===== config.mk =====
export PLATFORM = sky130hd
export DESIGN_NAME = ram_rr_arbiter_flat
export DESIGN_NICKNAME = d
export VERILOG_FILES = /design/src/rtl/ram_rr_arbiter_if.sv /design/src/rtl/ram_rr_arbiter.sv /design/src/flat_wrapper.sv
export SDC_FILE = /design/constraint.sdc
export NUM_CORES = 1
export LEC_CHECK = 0
export CORE_AREA = 2 2 117 119
export CTS_CLUSTER_DIAMETER = 80
export CTS_CLUSTER_SIZE = 12
export DETAILED_ROUTE_END_ITERATION = 6
export DIE_AREA = 0 0 119 121
export PLACE_DENSITY = 0.74
export SLEW_MARGIN = 30
export SYNTH_ARGS = -nofsm -noshare
export SYNTH_HDL_FRONTEND = slang
export SYNTH_SLANG_ARGS = --single-unit

===== constraint.sdc =====
create_clock -name i_clk -period 7.9 [get_ports i_clk]
set_clock_uncertainty 0.05 [all_clocks]
set_input_delay 1.58 -clock i_clk [delete_from_list [all_inputs] [get_ports i_clk]]
set_output_delay 1.58 -clock i_clk [all_outputs]
set_load 0.02 [all_outputs]

===== src/rtl/ram_rr_arbiter_if.sv =====
// Requester-side and RAM port-B signals of the round-robin RAM arbiter.
// slave = arbiter view, master = requester/RAM environment view.
interface ram_rr_arbiter_if #(
  parameter int NUM_REQ = 4,
  parameter int ADDR_W  = 10,
  parameter int DATA_W  = 32
);
  logic [NUM_REQ-1:0]        req;
  logic [NUM_REQ-1:0]        req_we;
  logic [NUM_REQ-1:0]        req_lock;
  logic [NUM_REQ*ADDR_W-1:0] req_addr;
  logic [NUM_REQ*DATA_W-1:0] req_wdata;
  logic [NUM_REQ-1:0]        gnt;
  logic [NUM_REQ-1:0]        rvalid;
  logic [DATA_W-1:0]         rdata;
  logic [ADDR_W-1:0]         ram_addr;
  logic                      ram_wren;
  logic                      ram_rden;
  logic [DATA_W-1:0]         ram_wdata;
  logic [DATA_W-1:0]         ram_rdata;

  modport slave (
    input  req, req_we, req_lock, req_addr, req_wdata, ram_rdata,
    output gnt, rvalid, rdata, ram_addr, ram_wren, ram_rden, ram_wdata
  );

  modport master (
    output req, req_we, req_lock, req_addr, req_wdata, ram_rdata,
    input  gnt, rvalid, rdata, ram_addr, ram_wren, ram_rden, ram_wdata
  );
endinterface


===== src/rtl/ram_rr_arbiter.sv =====
// Round-robin arbiter with burst lock sharing RAM port B among NUM_REQ requesters.
// Define RAM_ARB_OUTREG_EN to register the RAM command (adds one cycle of read latency).
//
// state     | meaning
// ST_OPEN   | normal round-robin search starting at r_ptr
// ST_LOCKED | r_owner holds the port; only it may be granted
module ram_rr_arbiter #(
  parameter int NUM_REQ = 4,
  parameter int ADDR_W  = 10,
  parameter int DATA_W  = 32
) (
  input  logic               i_clk,
  input  logic               i_reset,
  ram_rr_arbiter_if.slave    bus
);
  localparam int PTR_W = $clog2(NUM_REQ);

  typedef enum logic {ST_OPEN, ST_LOCKED} state_t;

  state_t             r_state, w_state_nxt;
  logic [PTR_W-1:0]   r_ptr, w_ptr_nxt;
  logic [PTR_W-1:0]   r_owner, w_owner_nxt;
  logic [PTR_W-1:0]   w_win;
  logic               w_found;
  logic               w_grant;
  logic [ADDR_W-1:0]  w_cmd_addr;
  logic [DATA_W-1:0]  w_cmd_wdata;
  logic               w_cmd_we;
  logic [ADDR_W-1:0]  r_addr;
  logic [DATA_W-1:0]  r_wdata;
  logic               r_v1;
  logic [PTR_W-1:0]   r_id1;
  logic               w_rv;
  logic [PTR_W-1:0]   w_rid;

  function automatic logic [PTR_W-1:0] f_inc(input logic [PTR_W-1:0] v);
    f_inc = (int'(v) == NUM_REQ - 1) ? '0 : v + 1'b1;
  endfunction

  always_comb begin
    w_found = 1'b0;
    w_win   = r_ptr;
    if (r_state == ST_LOCKED) begin
      w_found = bus.req[r_owner];
      w_win   = r_owner;
    end else begin
      for (int k = 0; k < NUM_REQ; k++) begin
        if (!w_found && bus.req[PTR_W'((int'(r_ptr) + k) % NUM_REQ)]) begin
          w_found = 1'b1;
          w_win   = PTR_W'((int'(r_ptr) + k) % NUM_REQ);
        end
      end
    end
    w_grant = w_found & ~i_reset;
  end

  always_comb begin
    bus.gnt = '0;
    if (w_grant) bus.gnt[w_win] = 1'b1;
  end

  always_comb begin
    w_state_nxt = r_state;
    w_ptr_nxt   = r_ptr;
    w_owner_nxt = r_owner;
    case (r_state)
      ST_OPEN: begin
        if (w_grant) begin
          if (bus.req_lock[w_win]) begin
            w_state_nxt = ST_LOCKED;
            w_owner_nxt = w_win;
            w_ptr_nxt   = w_win;
          end else begin
            w_ptr_nxt = f_inc(w_win);
          end
        end
      end
      ST_LOCKED: begin
        // owner either finished the burst or walked away; both release
        if (!bus.req[r_owner] || !bus.req_lock[r_owner]) begin
          w_state_nxt = ST_OPEN;
          w_ptr_nxt   = f_inc(r_owner);
        end
      end
      default: w_state_nxt = ST_OPEN;
    endcase
  end

  always_ff @(posedge i_clk or posedge i_reset) begin
    if (i_reset) begin
      r_state <= ST_OPEN;
      r_ptr   <= '0;
      r_owner <= '0;
    end else begin
      r_state <= w_state_nxt;
      r_ptr   <= w_ptr_nxt;
      r_owner <= w_owner_nxt;
    end
  end

  assign w_cmd_addr  = bus.req_addr[int'(w_win)*ADDR_W +: ADDR_W];
  assign w_cmd_wdata = bus.req_wdata[int'(w_win)*DATA_W +: DATA_W];
  assign w_cmd_we    = bus.req_we[w_win];

  // address/data keep the last granted command so the RAM output stays put when idle
  always_ff @(posedge i_clk or posedge i_reset) begin
    if (i_reset) begin
      r_addr  <= '0;
      r_wdata <= '0;
    end else if (w_grant) begin
      r_addr  <= w_cmd_addr;
      r_wdata <= w_cmd_wdata;
    end
  end

  always_ff @(posedge i_clk or posedge i_reset) begin
    if (i_reset) begin
      r_v1  <= 1'b0;
      r_id1 <= '0;
    end else begin
      r_v1  <= w_grant & ~w_cmd_we;
      r_id1 <= w_win;
    end
  end

`ifdef RAM_ARB_OUTREG_EN
  logic             r_wren;
  logic             r_rden;
  logic             r_v2;
  logic [PTR_W-1:0] r_id2;

  always_ff @(posedge i_clk or posedge i_reset) begin
    if (i_reset) begin
      r_wren <= 1'b0;
      r_rden <= 1'b0;
      r_v2   <= 1'b0;
      r_id2  <= '0;
    end else begin
      r_wren <= w_grant & w_cmd_we;
      r_rden <= w_grant & ~w_cmd_we;
      r_v2   <= r_v1;
      r_id2  <= r_id1;
    end
  end

  assign bus.ram_addr  = r_addr;
  assign bus.ram_wdata = r_wdata;
  assign bus.ram_wren  = r_wren;
  assign bus.ram_rden  = r_rden;
  assign w_rv          = r_v2;
  assign w_rid         = r_id2;
`else
  assign bus.ram_addr  = w_grant ? w_cmd_addr : r_addr;
  assign bus.ram_wdata = w_grant ? w_cmd_wdata : r_wdata;
  assign bus.ram_wren  = w_grant & w_cmd_we;
  assign bus.ram_rden  = w_grant & ~w_cmd_we;
  assign w_rv          = r_v1;
  assign w_rid         = r_id1;
`endif

  always_comb begin
    bus.rvalid = '0;
    if (w_rv) bus.rvalid[w_rid] = 1'b1;
  end

  assign bus.rdata = bus.ram_rdata;
endmodule


===== src/flat_wrapper.sv =====
// flat-port wrapper written by rule: the top's interface ports become plain ports
module ram_rr_arbiter_flat 
#(
  parameter int NUM_REQ = 4,
  parameter int ADDR_W  = 10,
  parameter int DATA_W  = 32
)
  (i_clk, i_reset, bus_req, bus_req_we, bus_req_lock, bus_req_addr, bus_req_wdata, bus_ram_rdata, bus_gnt, bus_rvalid, bus_rdata, bus_ram_addr, bus_ram_wren, bus_ram_rden, bus_ram_wdata);
  ram_rr_arbiter_if #(.NUM_REQ(NUM_REQ), .ADDR_W(ADDR_W), .DATA_W(DATA_W)) bus_i ();
  input  logic i_clk;
  input  logic i_reset;
  input wire logic [$bits(bus_i.req)-1:0] bus_req;
  input wire logic [$bits(bus_i.req_we)-1:0] bus_req_we;
  input wire logic [$bits(bus_i.req_lock)-1:0] bus_req_lock;
  input wire logic [$bits(bus_i.req_addr)-1:0] bus_req_addr;
  input wire logic [$bits(bus_i.req_wdata)-1:0] bus_req_wdata;
  input wire logic [$bits(bus_i.ram_rdata)-1:0] bus_ram_rdata;
  output wire logic [$bits(bus_i.gnt)-1:0] bus_gnt;
  output wire logic [$bits(bus_i.rvalid)-1:0] bus_rvalid;
  output wire logic [$bits(bus_i.rdata)-1:0] bus_rdata;
  output wire logic [$bits(bus_i.ram_addr)-1:0] bus_ram_addr;
  output wire logic [$bits(bus_i.ram_wren)-1:0] bus_ram_wren;
  output wire logic [$bits(bus_i.ram_rden)-1:0] bus_ram_rden;
  output wire logic [$bits(bus_i.ram_wdata)-1:0] bus_ram_wdata;
  assign bus_i.req = bus_req;
  assign bus_i.req_we = bus_req_we;
  assign bus_i.req_lock = bus_req_lock;
  assign bus_i.req_addr = bus_req_addr;
  assign bus_i.req_wdata = bus_req_wdata;
  assign bus_i.ram_rdata = bus_ram_rdata;
  assign bus_gnt = bus_i.gnt;
  assign bus_rvalid = bus_i.rvalid;
  assign bus_rdata = bus_i.rdata;
  assign bus_ram_addr = bus_i.ram_addr;
  assign bus_ram_wren = bus_i.ram_wren;
  assign bus_ram_rden = bus_i.ram_rden;
  assign bus_ram_wdata = bus_i.ram_wdata;
  ram_rr_arbiter #(.NUM_REQ(NUM_REQ), .ADDR_W(ADDR_W), .DATA_W(DATA_W)) u_core (.i_clk(i_clk), .i_reset(i_reset), .bus(bus_i));
endmodule

# Word-level counts from Yosys, hierarchy flattened
# Cells that the tools add are included.
[totals] reg_bits=50 latch_bits=0 ramBits=0 romBits=0 in_bits=214 out_inout_bits=84 wordCells=97 n_memories=0
[classes] addsub=5 n_mul=1 div_mod_pow=0 n_lt_le_gt_ge=9 eq_ne=4 shifts=2 n_mux=50 bitwise=6 n_reduce_logical=13
[ops] cell="128-bit by 8-bit variable part select with 32-bit output" n=1
[ops] cell="40-bit by 32-bit variable part select with 10-bit output" n=1
[ops] cell="32-bit 2-to-1 mux" n=1
[ops] cell="1-bit 2-to-1 mux" n=25
[ops] cell="2-bit 2-to-1 mux" n=9
[ops] cell="1-bit binary-select mux with 2-bit select" n=8
[ops] cell="2-bit by 4-bit < comparator with 1-bit output, second input constant" n=4
[ops] cell="10-bit 2-to-1 mux" n=1
[ops] cell="2-bit by 3-bit < comparator with 1-bit output, second input constant" n=3
[ops] cell="4-bit 2-to-1 mux" n=2
[ops] cell="2-bit by 1-bit adder with 2-bit output, second input constant" n=3
[ops] cell="1-bit logical AND" n=5
[ops] cell="1-bit zero test" n=5
[ops] cell="2-bit by 3-bit multiplier with 5-bit output, second input constant" n=1
[ops] cell="2-bit adder, second input constant" n=2
[ops] cell="1-bit demux with 2-bit select" n=2
[ops] cell="2-bit by 1-bit == test with 1-bit output, second input constant" n=2
[ops] cell="2-bit by 1-bit greater-or-equal comparator with 1-bit output, second input constant" n=2
[ops] cell="2-bit case mux with 2 select lines" n=1
[ops] cell="1-bit AND" n=3
[ops] cell="1-bit NOT" n=3
[ops] cell="3-bit AND reduction" n=1
[ops] cell="2-bit by 1-bit inequality test with 1-bit output, second input constant" n=1
[ops] cell="2-bit inequality test, second input constant" n=1
[ops] cell="3 further kinds" n=3

# Depth between registers and ports, before layout
# Gate-level depths: netlist (run 1).
[logic_depth] depth_word=22 ltp_mapped=9 mapped_depth_nobuf=7

# Worst setup path after synthesis (run 1)
# OpenSTA, ideal clock, no wires.
[synth_timing] path_type="input to output" start="input port bus_req[2]" end="output port bus_ram_addr[0]" arrival_ps=3359 slack_ps=2911 stages=8 n_path_buf=2 cell_sequence="mux2_1 a211o_1 o21a_1 buf_2 inv_2 o21ai_1 buf_2 o221ai_1"
[synth_via] elab_chain_len=20 word_cells_on_any_way=36
[synth_lines] item="from (decl)" line_no="flat_wrapper.sv:12" source="input wire logic [$bits(bus_i.req)-1:0] bus_req;"
[synth_lines] item="1-bit binary-select mux with 2-bit select" line_no="ram_rr_arbiter.sv:48" source="if (!w_found && bus.req[PTR_W'((int'(r_ptr) + k) % NUM_REQ)]) begin"
[synth_lines] item="1-bit 2-to-1 mux (implied by the code) (2 in a row)" line_no="ram_rr_arbiter.sv:48"
[synth_lines] item="1-bit 2-to-1 mux" line_no="ram_rr_arbiter.sv:48"
[synth_lines] item="1-bit 2-to-1 mux" line_no="ram_rr_arbiter.sv:43" source="if (r_state == ST_LOCKED) begin"
[synth_lines] item="1-bit zero test" line_no="ram_rr_arbiter.sv:48"
[synth_lines] item="1-bit logical AND" line_no="ram_rr_arbiter.sv:48"
[synth_lines] item="1-bit 2-to-1 mux" line_no="ram_rr_arbiter.sv:48"
[synth_lines] item="1-bit 2-to-1 mux" line_no="ram_rr_arbiter.sv:43"
[synth_lines] item="[4 not listed]"
[synth_lines] item="1-bit zero test" line_no="ram_rr_arbiter.sv:48"
[synth_lines] item="1-bit logical AND" line_no="ram_rr_arbiter.sv:48"
[synth_lines] item="2-bit 2-to-1 mux (*)" line_no="ram_rr_arbiter.sv:48"
[synth_lines] item="2-bit 2-to-1 mux (*)" line_no="ram_rr_arbiter.sv:43"
[synth_lines] item="net u_core.w_win[0]" line_no="ram_rr_arbiter.sv:23" source="logic [PTR_W-1:0] w_win;"
[synth_lines] item="2-bit by 3-bit multiplier with 5-bit output (*)" line_no="ram_rr_arbiter.sv:101" source="assign w_cmd_addr = bus.req_addr[int'(w_win)*ADDR_W +: ADDR_W];"
[synth_lines] item="40-bit by 32-bit variable part select with 10-bit output (*)" line_no="ram_rr_arbiter.sv:101"
[synth_lines] item="10-bit 2-to-1 mux (*)" line_no="ram_rr_arbiter.sv:153" source="assign bus.ram_addr = w_grant ? w_cmd_addr : r_addr;"
[synth_lines] item="to (decl)" line_no="flat_wrapper.sv:21" source="output wire logic [$bits(bus_i.ram_addr)-1:0] bus_ram_addr;"
# Mark *: on every way through the listed nets, which the timed path passes. The rest lies on a longest branch. The select of a mux whose other input is x is not followed.

# Worst setup path after layout (run 1)
[layout_timing] start="input port bus_req[3]" end="output port bus_ram_rden"
[layout_via] elab_chain_len=21 word_cells_on_any_way=37
[layout_lines] item="1-bit binary-select mux with 2-bit select" line_no="ram_rr_arbiter.sv:48"
[layout_lines] item="1-bit 2-to-1 mux (implied by the code) (2 in a row)" line_no="ram_rr_arbiter.sv:48"
[layout_lines] item="1-bit 2-to-1 mux" line_no="ram_rr_arbiter.sv:48"
[layout_lines] item="1-bit 2-to-1 mux" line_no="ram_rr_arbiter.sv:43"
[layout_lines] item="1-bit zero test" line_no="ram_rr_arbiter.sv:48"
[layout_lines] item="1-bit logical AND" line_no="ram_rr_arbiter.sv:48"
[layout_lines] item="1-bit 2-to-1 mux" line_no="ram_rr_arbiter.sv:48"
[layout_lines] item="1-bit 2-to-1 mux" line_no="ram_rr_arbiter.sv:43"
[layout_lines] item="[4 not listed]"
[layout_lines] item="1-bit zero test" line_no="ram_rr_arbiter.sv:48"
[layout_lines] item="1-bit logical AND" line_no="ram_rr_arbiter.sv:48"
[layout_lines] item="2-bit 2-to-1 mux" line_no="ram_rr_arbiter.sv:48"
[layout_lines] item="2-bit 2-to-1 mux" line_no="ram_rr_arbiter.sv:43"
[layout_lines] item="1-bit binary-select mux with 2-bit select" line_no="ram_rr_arbiter.sv:103" source="assign w_cmd_we = bus.req_we[w_win];"
[layout_lines] item="1-bit 2-to-1 mux (implied by the code)" line_no="ram_rr_arbiter.sv:103"
[layout_lines] item="1-bit NOT" line_no="ram_rr_arbiter.sv:156" source="assign bus.ram_rden = w_grant & ~w_cmd_we;"
[layout_lines] item="1-bit AND (*)" line_no="ram_rr_arbiter.sv:156"
[layout_lines] item="to (decl)" line_no="flat_wrapper.sv:23" source="output wire logic [$bits(bus_i.ram_rden)-1:0] bus_ram_rden;"
# Mark *: on every way between the ends. The rest lies on a longest branch, timed or not. The select of a mux whose other input is x is not followed.

==> results of run 1 <==
-- area by class of cell --
class / count / area, um2 / share of cell area [%]
Timing Repair Buffer: 239 / 2410 / 39.4
Tap cell: 176 / 220 / 3.60
Multi-Input combinational cell: 241 / 2000 / 32.7
Inverter: 10 / 40.0 / 0.655
Sequential cell: 50 / 1250 / 20.5
Clock buffer: 5 / 125 / 2.05
Clock inverter: 3 / 68.8 / 1.13
-- state kept, by name (all words and copies together), names as in the netlist --
name and count:
u_core.r_id1 2, u_core.r_state 1, u_core.r_ptr 2, u_core.r_addr 10, u_core.r_v1 1, u_core.r_owner 2, u_core.r_wdata 32
-- logic make-up after synthesis --
family / after synthesis
mux: 95
fa+ha+maj: 5
compound gates: 68
simple gates: 73
buf+inv: 68
flops: 50
-- worst register-to-register path, cell delays in order (launching register included) --
cell and delay [ns]:
dfrtp_1 0.53, mux2_2 0.38, nand3_1 0.10, a21oi_1 0.20
o21ai_4 0.61, buf_4 0.42, o221ai_1 0.23
-- power groups by stage --
stage	logic (mW)	clock network [mW]	registers (mW)
after floorplan	0.990	0	0.421
after global placement	1.47	0	0.439
after detailed placement	1.51	0	0.444
after CTS	1.52	0.294	0.439
after global routing	1.60	0.305	0.451
final	1.50	0.283	0.440
-- metal layers --
layer  track usage (%)  routed length [um]
met5                 0                   0
met1              18.1                4710
met4              6.18                 292
met2              31.8                6630
met3              4.09                 943
-- worst max path at each step --
stage / slack [ns] / startpoint / cells after the start / to
after floorplan: 2.91 / bus_req[2] / 8 / bus_ram_addr[0]
after global placement: 1.54 / bus_req[3] / 9 / bus_ram_rden
after detailed placement: 1.45 / bus_req[3] / 9 / bus_ram_rden
after CTS: 1.44 / bus_req[3] / 9 / bus_ram_rden
after global routing: 1.28 / bus_req[3] / 9 / bus_ram_rden
final: 1.45 / bus_req[3] / 9 / bus_ram_rden
-- synth_stat cells --
library cell / instances / area share [%]
nand3b_1: 1 / 0.20
a21oi_1: 4 / 0.55
nand2_1: 49 / 5.0
o21a_1: 4 / 0.82
mux2_2: 3 / 0.92
clkbuf_4: 2 / 0.41
o21ai_1: 3 / 0.41
mux2_4: 1 / 0.41
mux2i_1: 89 / 24
nand2b_1: 1 / 0.17
or3_1: 1 / 0.17
nand3_1: 1 / 0.14
nor3_1: 2 / 0.27
o221ai_1: 35 / 8.4
a32o_1: 1 / 0.27
a221o_1: 1 / 0.27
mux4_2: 1 / 0.61
buf_4: 36 / 7.4
a2111o_1: 1 / 0.31
o211ai_1: 3 / 0.61
a21o_1: 1 / 0.20
inv_1: 8 / 0.82
nor3b_1: 1 / 0.20
nor2_1: 6 / 0.61
buf_12: 3 / 1.6
inv_2: 2 / 0.20
buf_2: 6 / 0.82
o22a_1: 1 / 0.24
a31oi_1: 1 / 0.17
nor2b_1: 7 / 1.2
ha_1: 5 / 1.7
o221ai_2: 7 / 2.9
and3b_1: 2 / 0.48
a211o_1: 1 / 0.24
clkbuf_1: 10 / 1.0
o211ai_2: 1 / 0.34
dfrtp_1: 50 / 34
mux2_1: 1 / 0.31
buf_8: 1 / 0.41
and3_1: 1 / 0.17
o21ai_0: 4 / 0.55
nor4_1: 1 / 0.17
==> flow_summary.json, run 1 <==
{
  "status": "finished clean",
  "pin_count": 298,
  "postSynthCellCount": 359,
  "clock_path_buffers": 2,
  "power.share.switching_pct": 42.7,
  "ys_seq_elements": 50,
  "synth_top_family_by_area": "multiplexers",
  "p_seq_share_pct": 19.8,
  "cts_num_sinks": 50,
  "min_path_type": "flip-flop to flip-flop",
  "post_cts_resized": 0,
  "start_util_pct": 28.0,
  "viasPerCell": 4.95,
  "p_per_area_nw_per_um2": 364,
  "wl_um": 12600,
  "maxSlewViolCount": 0,
  "syn_nets": 578,
  "cts_tree": "built",
  "worst_slew_pin_slew_ns": 0.686,
  "r2r-end": "u_core.r_wdata[8]",
  "crit_fanout": 34,
  "place_hpwl_um": 9760,
  "synthSimpleGateAreaFrac_pct": 8.80,
  "routabilityCongestion": 0.882,
  "antenna_found_initial": 0,
  "finalCriticalPeriod_ns": 6.45,
  "pre_cts_slack_ns": 1.45,
  "setup_slack_ns": 1.45,
  "p_int_mw": 1.27,
  "yosysWarnings": 0,
  "drtIter0Drc": 131,
  "maxCapViolations": 0,
  "post-route-util_pct": 46.7,
  "max_freq_ghz": 0.155,
  "grt_pass1_vias": 3757,
  "fin_hold_ws_ns": 0.433,
  "grt_pass1_wl_um": 19100,
  "grt_overflow_total": 0,
  "wl_per_cell_um": 17.4,
  "critical_path_class": "input port to output port",
  "min_period_over_period_pct": 81.7,
  "rsz0062_at_grt": "no",
  "drc_errors": 0,
  "antenna_cells": 0,
  "slew_headroom_pct": 54.1,
  "synth_xor_area_share_pct": 0,
  "cts_made_buffers": 5,
  "cts-root-buf": "clkbuf_16",
  "cts_setup_buffers": 0,
  "most-common-layout-cells": "233 x clkdlybuf4s50_1, 89 x mux2i_1, 50 x dfrtp_1, 49 x nand2_1, 35 x o221ai_1",
  "seq_area_frac_synth_pct": 34.1,
  "coreArea_um2": 13100,
  "crit_required_ns": 6.27,
  "path_buf_inv": 3,
  "synthAdderAreaFrac_pct": 1.70,
  "grt_max_degree": 59,
  "reg2reg_from": "u_core.r_owner[0]",
  "cp.arrival_ns": 4.82,
  "synth.area.mux_share_pct": 26.5,
  "worst_setup_path_start_kind": "input port",
  "fill_cells": 1222,
  "numPlacedInstances": 716,
  "track_usage_pct": 16.8,
  "io_buffers": 233,
  "cp_top_family": "buffers and inverters",
  "ir_worst_vdd_uv": 149,
  "p_total_mw": 2.23,
  "die_width_um": 119,
  "htree_levels": 2,
  "hold_path_end": "u_core.r_addr[6]",
  "synthDistinctLibCells": 42,
  "cp_slowest_stage_delay_ns": 0.62,
  "netlist_area_um2": 3670,
  "area_delta_synth_final_pct": 66.6,
  "holdPathStages": 2,
  "mostFrequentLayoutCell": "clkdlybuf4s50_1",
  "end_kind": "output port",
  "p_sw_mw": 0.951,
  "drt_first_pass_iters": 4,
  "synth-compound-area-share_pct": 16.2,
  "ant_nets": 0,
  "total_leakage_power_nw": 2.71,
  "dpl-instance-area_um2": 5920,
  "cts.reportedPaths.clkPinSlew_ns": 0.06,
  "die_area_um2": 14400,
  "via_count": 3581,
  "hp-start": "u_core.r_addr[6]",
  "hold_viol": 0,
  "die_y_um": 121,
  "r2r_cells": 6,
  "rrSetupSlack_ns": 5.23,
  "row_count": 42,
  "final_area_um2": 6110,
  "final.setup.tns_ns": 0,
  "final_cells": 724,
  "fin_nets": 766,
  "crit_path_top_delay_cell": "clkdlybuf4s50_1",
  "postSynthAreaPerCell_um2": 10.2,
  "crit_top_cell": "clkdlybuf4s50_1",
  "hold_buffers": 0,
  "drive_above_1_share_pct": 6.20,
  "finalSetupViolCount": 0,
  "pwr-share-comb_pct": 67.5,
  "clk_latency_ns": 0.29,
  "crit_chain": "clkdlybuf4s50_1 > and3b_1 > a2111o_1 > a31oi_4 > buf_4 > mux2i_1 > mux2_2 > nor2b_1 > clkdlybuf4s50_1",
  "clkPwrFrac_pct": 12.7
}
Note: power is estimated with default switching activity, not from simulation.
==> inputs of run 2 (changes only) <==
- CORE_AREA: 2 2 117 119 -> 2 2 115 117
- DIE_AREA: 0 0 119 121 -> 0 0 117 119
- PLACE_DENSITY: 0.74 -> 0.76
- clock period: 7.9 -> 6.15 ns (I/O delays scaled with it)
==> run 2 against run 1 <==
Net effect:
- clock power is 10% higher
- worst setup slack lost 0.86 ns
- worst hold slack worse by 0.0036 ns
- design area decreased by 0.10%
- count of clock-buffer cells in the layout rose by 2
- critical path type unchanged
- total power up 26%
- largest cell class unchanged
- critical endpoint is now bus_ram_addr[0]
- global-route usage down 0.42 points
- first-iteration DRC count increased by 7.6%
- wire length decreased by 4.5%
==> flow_summary.json, run 2 (synthesized netlist as in run 1, its figures left out) <==
{
  "status": "finished clean",
  "grt_pass1_vias": 3789,
  "p_sw_mw": 1.20,
  "multi_input_area_um2": 2000,
  "routabilityCongestion": 0.798,
  "post-route-util_pct": 47.4,
  "grt_max_degree": 51,
  "use_met1_pct": 16.9,
  "pwr-share-comb_pct": 68.7,
  "total_leakage_power_nw": 2.70,
  "top_register": "u_core.r_wdata",
  "htree_levels": 2,
  "wl_um": 12000,
  "drive_above_1_share_pct": 6.19,
  "drtIter0Drc": 141,
  "die_y_um": 119,
  "start_util_pct": 28.5,
  "row_count": 42,
  "crit_fanout": 28,
  "mostFrequentLayoutCell": "clkdlybuf4s50_1",
  "antenna_cells": 0,
  "min_period_over_period_pct": 90.5,
  "slew_headroom_pct": 54.8,
  "maxCapViolations": 0,
  "end_kind": "output port",
  "busiest_layer": "met2",
  "max_freq_ghz": 0.180,
  "min_path_type": "flip-flop to flip-flop",
  "cts_num_sinks": 50,
  "reg2reg_from": "u_core.r_ptr[1]",
  "numPlacedInstances": 717,
  "p_int_mw": 1.61,
  "post_cts_resized": 0,
  "wl_per_cell_um": 16.6,
  "viasPerCell": 4.90,
  "cts_made_buffers": 5,
  "drc_errors": 0,
  "reg.largest.list": "u_core.r_wdata (32), u_core.r_addr (10)",
  "cts_setup_buffers": 0,
  "fill_cells": 1171,
  "die_area_um2": 13900,
  "ant_nets": 0,
  "rsz0062_at_grt": "no",
  "clkPwrFrac_pct": 11.1,
  "p_per_area_nw_per_um2": 460,
  "gr-usage-met2_pct": 30.8,
  "io_buffers": 233,
  "via_count": 3552,
  "antenna_found_initial": 0,
  "p_seq_share_pct": 20.2,
  "crit_required_ns": 4.87,
  "cp_slowest_stage_delay_ns": 0.68,
  "cts-root-buf": "clkbuf_16",
  "crit_top_cell": "clkdlybuf4s50_1",
  "clock_path_buffers": 2,
  "grt_overflow_total": 0,
  "critical_path_class": "input port to output port",
  "worst_setup_path_start_kind": "input port",
  "crit_chain": "clkdlybuf4s50_1 > mux2_1 > a211o_1 > o21a_1 > inv_2 > o21ai_4 > buf_4 > o221ai_1 > clkdlybuf4s50_1",
  "cts_tree": "built",
  "seqCellArea_um2": 1250,
  "cp.arrival_ns": 4.29,
  "maxSlewViolCount": 0,
  "hp-start": "u_core.r_addr[3]",
  "cts.reportedPaths.clkPinSlew_ns": 0.07,
  "use_met3_pct": 4.63,
  "track_usage_pct": 16.4,
  "final.setup.tns_ns": 0,
  "die_width_um": 117,
  "finalCriticalPeriod_ns": 5.57,
  "path_buf_inv": 4,
  "grt_pass1_wl_um": 18000,
  "finalSetupViolCount": 0,
  "power.share.switching_pct": 42.7,
  "most-common-layout-cells": "233 x clkdlybuf4s50_1, 89 x mux2i_1, 50 x dfrtp_1, 49 x nand2_1, 35 x o221ai_1",
  "crit_path_top_delay_cell": "clkdlybuf4s50_1",
  "p_total_mw": 2.81,
  "coreArea_um2": 12900,
  "ir_worst_vdd_uv": 208,
  "hold_viol": 0,
  "largest_register_ffs": 32,
  "fin_nets": 767,
  "fin_hold_ws_ns": 0.429,
  "crit_path_start": "bus_req[0]",
  "drt_first_pass_iters": 6,
  "hold_buffers": 0,
  "pin_count": 298,
  "area_delta_synth_final_pct": 66.4,
  "place_hpwl_um": 9500,
  "worst_slew_pin_slew_ns": 0.674,
  "cp_top_family": "buffers and inverters",
  "final_cells": 725,
  "clk_latency_ns": 0.29
}
## run 2: final timing paths
check / end / slack (ns) / cells past startpoint
min in group asynchronous: u_core.r_v1 / 1.48 / 2
min reg2reg: u_core.r_addr[3] / 0.43 / 2
max: bus_ram_addr[0] / 0.58 / 9
max in group asynchronous: u_core.r_wdata[17] / 4.13 / 2
max reg2reg: u_core.r_wdata[0] / 3.61 / 6
min: u_core.r_addr[3] / 0.43 / 2
## run 2: stage by stage
stage / cell area, um2 / worst slack, ns
4_1_cts: 6110 / 0.556
2_1_floorplan: 3670 / 1.86
3_5_place_dp: 5940 / 0.563
6_report: 6110 / 0.582
5_1_grt: 6110 / 0.413
3_3_place_gp: 5910 / 0.554
## run 2: worst reg2reg max path, cell delays in order (launching register included)
cell and delay (ns):
dfrtp_1 0.49, mux2_1 0.36, a211o_1 0.31, o21a_1 0.33, o21ai_4 0.32, buf_4 0.34, o221ai_1 0.18
## run 2: power by group through the flow
stage          logic, mW  registers, mW  clock network (mW)
3_3_place_gp        1.90          0.564                   0
5_1_grt             2.07          0.582               0.339
4_1_cts             1.96          0.565               0.328
3_5_place_dp        1.95          0.571                   0
6_report            1.93          0.568               0.312
2_1_floorplan       1.27          0.541                   0
## run 2: layer usage
metal,vias to the layer above,share of wire [%]
met5,-,0
met4,0,3.1
met3,40,9.5
met2,178,50
met1,1652,37
li1,1682,-
## run 2: final cells by class
class | instances | area share [%]
clock buffer | 7 | 2.17
clock inverter | 1 | 0.492
inverter | 10 | 0.656
multi-input combinational | 241 | 32.8
sequential | 50 | 20.5
tap | 176 | 3.61
timing repair buffer | 240 | 39.8
